<file path="src/rtl/shift_pla_pkg.sv">
// Shared constants for the shift-only PLA tanh/sigmoid pipeline.
package shift_pla_pkg;

  // Activation selected by the mode bit that travels with each beat.
  localparam logic MODE_TANH    = 1'b0;
  localparam logic MODE_SIGMOID = 1'b1;

  // Register stages between input accept and output: decode, term, combine.
  localparam int STAGES = 3;

  // Unit value in a Q0.out_f output word.
  function automatic int one_of(input int out_f);
    return 1 << out_f;
  endfunction

  // Largest positive output magnitude (ONE - 1).
  function automatic int maxp_of(input int out_f);
    return (1 << out_f) - 1;
  endfunction

endpackage

</file>
<file path="src/rtl/shift_pla_lane.sv">
// One lane of the PLA datapath: S1 magnitude decode, S2 shifted term, S3 combine.
// All registers advance together on en; no valid tracking lives here.
module shift_pla_lane
  import shift_pla_pkg::*;
#(
  parameter int W_IN  = 16,
  parameter int IN_I  = 4,
  parameter int OUT_F = 14,
  parameter int SAT_K = 4
) (
  input  logic              clock,
  input  logic              resetn,
  input  logic              en,
  input  logic              mode,
  input  logic [W_IN-1:0]   x,
  output logic [OUT_F:0]    y,
  output logic              sat
);

  localparam int IN_F = W_IN - IN_I;
  localparam int K_W  = IN_I - 1;
  localparam int T_W  = OUT_F + 1;
  localparam logic [T_W-1:0] ONE_T  = T_W'(one_of(OUT_F));
  localparam logic [T_W-1:0] MAXP_T = T_W'(maxp_of(OUT_F));
  localparam logic [W_IN-1:0] X_MIN = {1'b1, {(W_IN-1){1'b0}}};

  // S1 combinational: |x| with the most-negative input clamped, halved for sigmoid.
  logic [W_IN-2:0] mag;
  logic [W_IN-2:0] mag_m;

  // S1 magnitude and mode pre-scale
  always_comb begin
    mag = x[W_IN-2:0];
    if (x == X_MIN) begin
      mag = '1;
    end else if (x[W_IN-1]) begin
      mag = (W_IN-1)'(-x);
    end
    mag_m = (mode == MODE_SIGMOID) ? (mag >> 1) : mag;
  end

  logic            s1_sign;
  logic            s1_mode;
  logic [K_W-1:0]  s1_k;
  logic [IN_F-1:0] s1_f;

  // S1 register: split magnitude into integer k and fraction f
  always_ff @(posedge clock or negedge resetn) begin
    if (!resetn) begin
      s1_sign <= 1'b0;
      s1_mode <= 1'b0;
      s1_k    <= '0;
      s1_f    <= '0;
    end else if (en) begin
      s1_sign <= x[W_IN-1];
      s1_mode <= mode;
      s1_k    <= mag_m[W_IN-2:IN_F];
      s1_f    <= mag_m[IN_F-1:0];
    end
  end

  // Fraction rescaled to OUT_F bits (truncating when narrowing).
  logic [OUT_F-1:0] fs;
  generate
    if (OUT_F >= IN_F) begin : g_widen
      assign fs = OUT_F'(s1_f) << (OUT_F - IN_F);
    end else begin : g_narrow
      assign fs = OUT_F'(s1_f >> (IN_F - OUT_F));
    end
  endgenerate

  logic [K_W:0]   shift2;
  logic [T_W-1:0] t;
  logic [T_W-1:0] term;

  // S2 combinational: t = ONE - f/2 - f/4, then scaled by 2^-2k
  always_comb begin
    shift2 = {s1_k, 1'b0};
    t      = ONE_T - T_W'(fs >> 1) - T_W'(fs >> 2);
    term   = (int'(shift2) >= T_W) ? '0 : (t >> shift2);
  end

  logic           s2_sign;
  logic           s2_mode;
  logic           s2_sat;
  logic [T_W-1:0] s2_term;

  // S2 register: carry the term plus the saturation decision
  always_ff @(posedge clock or negedge resetn) begin
    if (!resetn) begin
      s2_sign <= 1'b0;
      s2_mode <= 1'b0;
      s2_sat  <= 1'b0;
      s2_term <= '0;
    end else if (en) begin
      s2_sign <= s1_sign;
      s2_mode <= s1_mode;
      s2_sat  <= (int'(s1_k) >= SAT_K);
      s2_term <= term;
    end
  end

  logic [T_W-1:0] y_raw;
  logic [T_W-1:0] y_mag;
  logic [T_W-1:0] y_s;
  logic [T_W:0]   sig_sum;
  logic [T_W-1:0] y_out;

  // S3 combinational: clamp below ONE, restore sign, map to sigmoid range if asked
  always_comb begin
    y_raw   = ONE_T - s2_term;
    y_mag   = (s2_sat || (y_raw > MAXP_T)) ? MAXP_T : y_raw;
    y_s     = s2_sign ? -y_mag : y_mag;
    sig_sum = (T_W+1)'(ONE_T) + {y_s[T_W-1], y_s};
    y_out   = (s2_mode == MODE_SIGMOID) ? T_W'(sig_sum >> 1) : y_s;
  end

  // S3 register: the lane's slice of the output beat
  always_ff @(posedge clock or negedge resetn) begin
    if (!resetn) begin
      y   <= '0;
      sat <= 1'b0;
    end else if (en) begin
      y   <= y_out;
      sat <= s2_sat;
    end
  end

endmodule

</file>
<file path="src/rtl/shift_pla_pipe.sv">
// Multi-lane pipelined shift-only PLA approximation of tanh / sigmoid.
// Optional build macro SHIFT_PLA_STATS_EN adds a saturated-lane counter
// (ports sat_clr, sat_cnt); without it neither port nor counter exists.
//
// Handshake: a beat moves on a rising edge where valid and ready are both
// high; valid must not depend on ready. Internally every stage moves on
// adv = !out_valid | out_ready, and in_ready = adv, so a held output beat
// freezes the whole pipe and out_data/out_sat stay stable until taken.
module shift_pla_pipe
  import shift_pla_pkg::*;
#(
  parameter int LANES = 4,
  parameter int W_IN  = 16,
  parameter int IN_I  = 4,
  parameter int OUT_F = 14,
  parameter int SAT_K = 4
) (
  input  logic                       clock,
  input  logic                       resetn,
  input  logic                       in_valid,
  output logic                       in_ready,
  input  logic                       in_mode,
  input  logic [LANES*W_IN-1:0]      in_data,
  output logic                       out_valid,
  input  logic                       out_ready,
  output logic [LANES*(OUT_F+1)-1:0] out_data,
  output logic [LANES-1:0]           out_sat
`ifdef SHIFT_PLA_STATS_EN
  ,
  input  logic                       sat_clr,
  output logic [15:0]                sat_cnt
`endif
);

  localparam int W_OUT = OUT_F + 1;

  logic              adv;
  logic [STAGES-1:0] vld;

  assign adv       = !vld[STAGES-1] || out_ready;
  assign in_ready  = adv;
  assign out_valid = vld[STAGES-1];

  // Valid chain: bubbles ride along as zero bits, shifting only on adv
  always_ff @(posedge clock or negedge resetn) begin
    if (!resetn) begin
      vld <= '0;
    end else if (adv) begin
      vld <= {vld[STAGES-2:0], in_valid};
    end
  end

  generate
    for (genvar i = 0; i < LANES; i++) begin : g_lane
      shift_pla_lane #(
        .W_IN  (W_IN),
        .IN_I  (IN_I),
        .OUT_F (OUT_F),
        .SAT_K (SAT_K)
      ) u_lane (
        .clock  (clock),
        .resetn (resetn),
        .en     (adv),
        .mode   (in_mode),
        .x      (in_data[i*W_IN +: W_IN]),
        .y      (out_data[i*W_OUT +: W_OUT]),
        .sat    (out_sat[i])
      );
    end
  endgenerate

`ifdef SHIFT_PLA_STATS_EN
  logic [15:0] pop;
  logic [16:0] cnt_sum;

  // Number of saturated lanes in the current output beat, added to the count
  always_comb begin
    pop = '0;
    for (int i = 0; i < LANES; i++) begin
      pop = pop + 16'(out_sat[i]);
    end
    cnt_sum = {1'b0, sat_cnt} + {1'b0, pop};
  end

  // Saturation counter: clear beats a same-cycle increment, sticks at all-ones
  always_ff @(posedge clock or negedge resetn) begin
    if (!resetn) begin
      sat_cnt <= '0;
    end else if (sat_clr) begin
      sat_cnt <= '0;
    end else if (out_valid && out_ready) begin
      sat_cnt <= cnt_sum[16] ? 16'hFFFF : cnt_sum[15:0];
    end
  end
`endif

endmodule

</file>
<file path="config.mk">
export PLATFORM = sky130hd
export DESIGN_NAME = shift_pla_pipe
export DESIGN_NICKNAME = d
export VERILOG_FILES = /design/src/rtl/shift_pla_pkg.sv /design/src/rtl/shift_pla_lane.sv /design/src/rtl/shift_pla_pipe.sv
export SDC_FILE = /design/constraint.sdc
export NUM_CORES = 1
export LEC_CHECK = 0
export BUFFER_PORTS_ARGS = -buffer_cell sky130_fd_sc_hd__buf_2
export CAP_MARGIN = 10
export CORE_ASPECT_RATIO = 0.9
export CORE_UTILIZATION = 57
export DETAILED_ROUTE_END_ITERATION = 10
export GPL_TIMING_DRIVEN = 0
export PLACE_DENSITY = 0.76
export SETUP_SLACK_MARGIN = 0.5
export SYNTH_ARGS = -nofsm -noshare
export SYNTH_HDL_FRONTEND = slang
export SYNTH_SLANG_ARGS = --single-unit
</file>
<file path="constraint.sdc">
create_clock -name clock -period 7.8 [get_ports clock]
set_input_delay 1.56 -clock clock [delete_from_list [all_inputs] [get_ports clock]]
set_output_delay 1.56 -clock clock [all_outputs]
set_load 0.01 [all_outputs]
</file>
==> results.ini <==
[critical_path]
path_cells=buf_2 -> nor2b_1 -> clkinv_1 -> clkbuf_1 -> clkbuf_1 -> buf_1 -> buf_2
cp-end-kind=output pin
cpLargestDelayFamily=buffers and inverters
r2r_start=g_lane[0].u_lane.s2_term[0]$_DFFE_PN0P_
cpMaxStageDelayCell=clkbuf_1
rrSetupSlack_ns=2.72
worstSetupStartpointType=input port
cp.required_ns=6.24
endpoint=in_ready
r2r-end=g_lane[0].u_lane.y[6]$_DFFE_PN0P_
crit_start=out_ready
max_stage_delay_ns=0.64
worst_ep_arrival_time_ns=3.92
worst-path-stages=7
worstPathMaxFanout=10
crit_type=in -> out
reg2reg_depth=16
worstPathBufferInverterCount=6

[power]
p_leak_nw=8.82
power_mw=8.46
power_density_mw_per_mm2=425
irDropWorstVdd_mv=0.227

[synthesis]
synth_nets=2436
postSynthAreaPerCell_um2=7.96
synth.area.top_cells=dfrtp_1, ha_1, nand2_1
synth_top_area_share_pct=28.0
netlist_instances=2255
synth-async-reset-ratio_pct=100
ys.warnings.count=0
synth-edff-count=0
seq_area_frac_synth_pct=28.0
synth-seq-cells=201
synth_cell_types=96
yosysTopAreaCell=dfrtp_1
synthFlopType=dfrtp_1
syn_area_mm2=0.0179

[clocking]
cts-root-buf=clkbuf_16
cts_tree=yes
clock-sinks=201
postCtsResizedCells=0
cts_max_level=1
cts-buffers-inserted=24
clock_path_buffers=3
clk_latency_ns=0.54
cts.hold.buffers_added=0
clk_pin_slew_ns=0.06
postCtsSetupRepairBufs=0

[detailed_routing]
routed_wirelength_um=57500
drt_iter0_drc=1888
vias=18200
firstDrtPassIters=5
drc=0
viasPerCell=6.42
routedWlPerCell_um=20.3
drtAntennaViolNets=0

[timing]
max_freq_mhz=182
slew_violations=0
fin_skew_ns=0.0156
timing.final.crit_share_pct=70.3
tightest_slew_ns=1.12
rsz0062_at_grt=no
period_minus_slack_ns=5.48
slew-limit-headroom_pct=25.3
setup_tns_ns=0
setup_viol=0
hold_violations=0

[global_route]
grt_max_degree=118
overflow=0
grt_usage_pct=35.5
grt_pass1_wl_um=91300
grt_pass1_vias=16600
antenna_found_initial=0

[hold_path]
min_path_cells=2
hold_class=reg -> reg

[flow_run]
cap_violations=0

[floorplan]
fp-row-count=61
pin_count=135
dieArea_mm2=0.0322
dieHeight_um=170
core-area_mm2=0.0309
initial_core_util_pct=58.0
die_w_um=189

[final_layout]
fin_nets=2593
drive_above_1_share_pct=10.3
nFillCells=2806
syn_to_final_growth_pct=11.0
antennaDiodeCount=0

[outcome]
status=finished, final reports clean

[placed_design]
port_buffers=130
dp_hpwl_um=43700
gp_congestion=0.945

==> cell type report <==
type | count | area (um2) | share of cell area (%)
Multi-Input combinational cell | 1793 | 11900 | 59.6
Sequential cell | 201 | 5030 | 25.3
Timing Repair Buffer | 131 | 688 | 3.46
Clock buffer | 31 | 668 | 3.36
Buffer | 162 | 666 | 3.34
Tap cell | 409 | 512 | 2.57
Inverter | 99 | 372 | 1.87
Clock inverter | 11 | 104 | 0.522
==> synthesized netlist by cell type (all sizes together), types with 34 or more instances <==
cell	number
dfrtp	201
a31oi	34
inv	94
o31ai	36
nand3	63
a21oi	111
xnor2	75
nor2	210
a22oi	39
xor2	74
o21ai	152
nand2	258
nor3	49
or3	37
clkbuf	132
ha	112
nor4	39
mux2i	54
==> cell usage in the layout (no fill, tap or decap), types with 38 or more instances in the layout <==
cell and count:
a21oi_1 111, a22oi_1 38, buf_2 139, clkbuf_1 136
dfrtp_1 201, ha_1 112, inv_1 91, mux2i_1 53
nand2_1 258, nand3_1 63, nor2_1 210, nor3_1 49
o21ai_0 140, xnor2_1 75, xor2_1 74
==> tightest hold or removal path, stage by stage, from the launching register on <==
cell	delay (ns)
dfrtp_1	0.33
nand2_1	0.05
nand2_1	0.05
==> state kept, by name, indices dropped and copies added (netlist names), 3 cells and up <==
register               cells
g_lane.u_lane.s2_sat       4
g_lane.u_lane.s1_f        48
vld                        3
g_lane.u_lane.s2_sign      4
g_lane.u_lane.s1_sign      4
g_lane.u_lane.sat          4
g_lane.u_lane.y           60
g_lane.u_lane.s2_term     60
g_lane.u_lane.s1_k        12
==> cells by family (layout without fill, tap and decap cells) <==
group                      count (synthesis)  count (layout)  synth area share [%]
and+or+nand+nor                          825             825                  22.7
AOI/OAI and AO/OA                        633             633                  23.9
buffers and inverters                    261             434                  5.78
DFF                                      201             201                  28.0
xor gates and xnor gates                 149             149                  7.27
adders and majority gates                112             112                  7.81
muxes                                     74              74                  4.50
==> stage by stage <==
| stage | setup WS [ns] | hold WS, ns | cell area [um2] | utilization [%] | std cells |
|---|---|---|---|---|---|
| CTS | 2.43 | 0.459 | 19900 | 64.4 | 2837 |
| global placement | 1.82 | 0.445 | 19100 | 61.8 | 2794 |
| detailed placement | 2.47 | 0.447 | 19100 | 61.9 | 2795 |
| floorplan | 3.59 | 0.430 | 17900 | - | 2255 |
| finish | 2.32 | 0.460 | 19900 | 64.4 | 2837 |
| global route | 2.32 | 0.478 | 19900 | 64.4 | 2837 |
==> worst min path at each step <==
stage | endpoint | start | slack (ns)
3_5_place_dp | vld[1]$_DFFE_PN0P_ | vld[1]$_DFFE_PN0P_ | 0.45
5_1_grt | vld[2]$_DFFE_PN0P_ | vld[1]$_DFFE_PN0P_ | 0.48
4_1_cts | vld[1]$_DFFE_PN0P_ | vld[1]$_DFFE_PN0P_ | 0.46
2_1_floorplan | vld[1]$_DFFE_PN0P_ | vld[1]$_DFFE_PN0P_ | 0.43
3_3_place_gp | vld[1]$_DFFE_PN0P_ | vld[1]$_DFFE_PN0P_ | 0.44
6_report | vld[1]$_DFFE_PN0P_ | vld[1]$_DFFE_PN0P_ | 0.46
==> report_power, final <==
group	switching [mW]	internal [mW]	leakage [nW]
clock	0.480	0.641	0.368
sequential	0.333	1.46	2.42
combinational	3.45	2.09	6.04
total	4.26	4.19	8.82
==> per-layer routing <==
layer	up-vias	track usage [%]	wire length [um]
li1	8545	-	-
met4	0	11.9	1990
met3	133	4.41	4210
met1	8725	51.2	26300
met5	-	0	0
met2	821	54.7	25000
No activity file was read; power rests on OpenSTA's default activity.
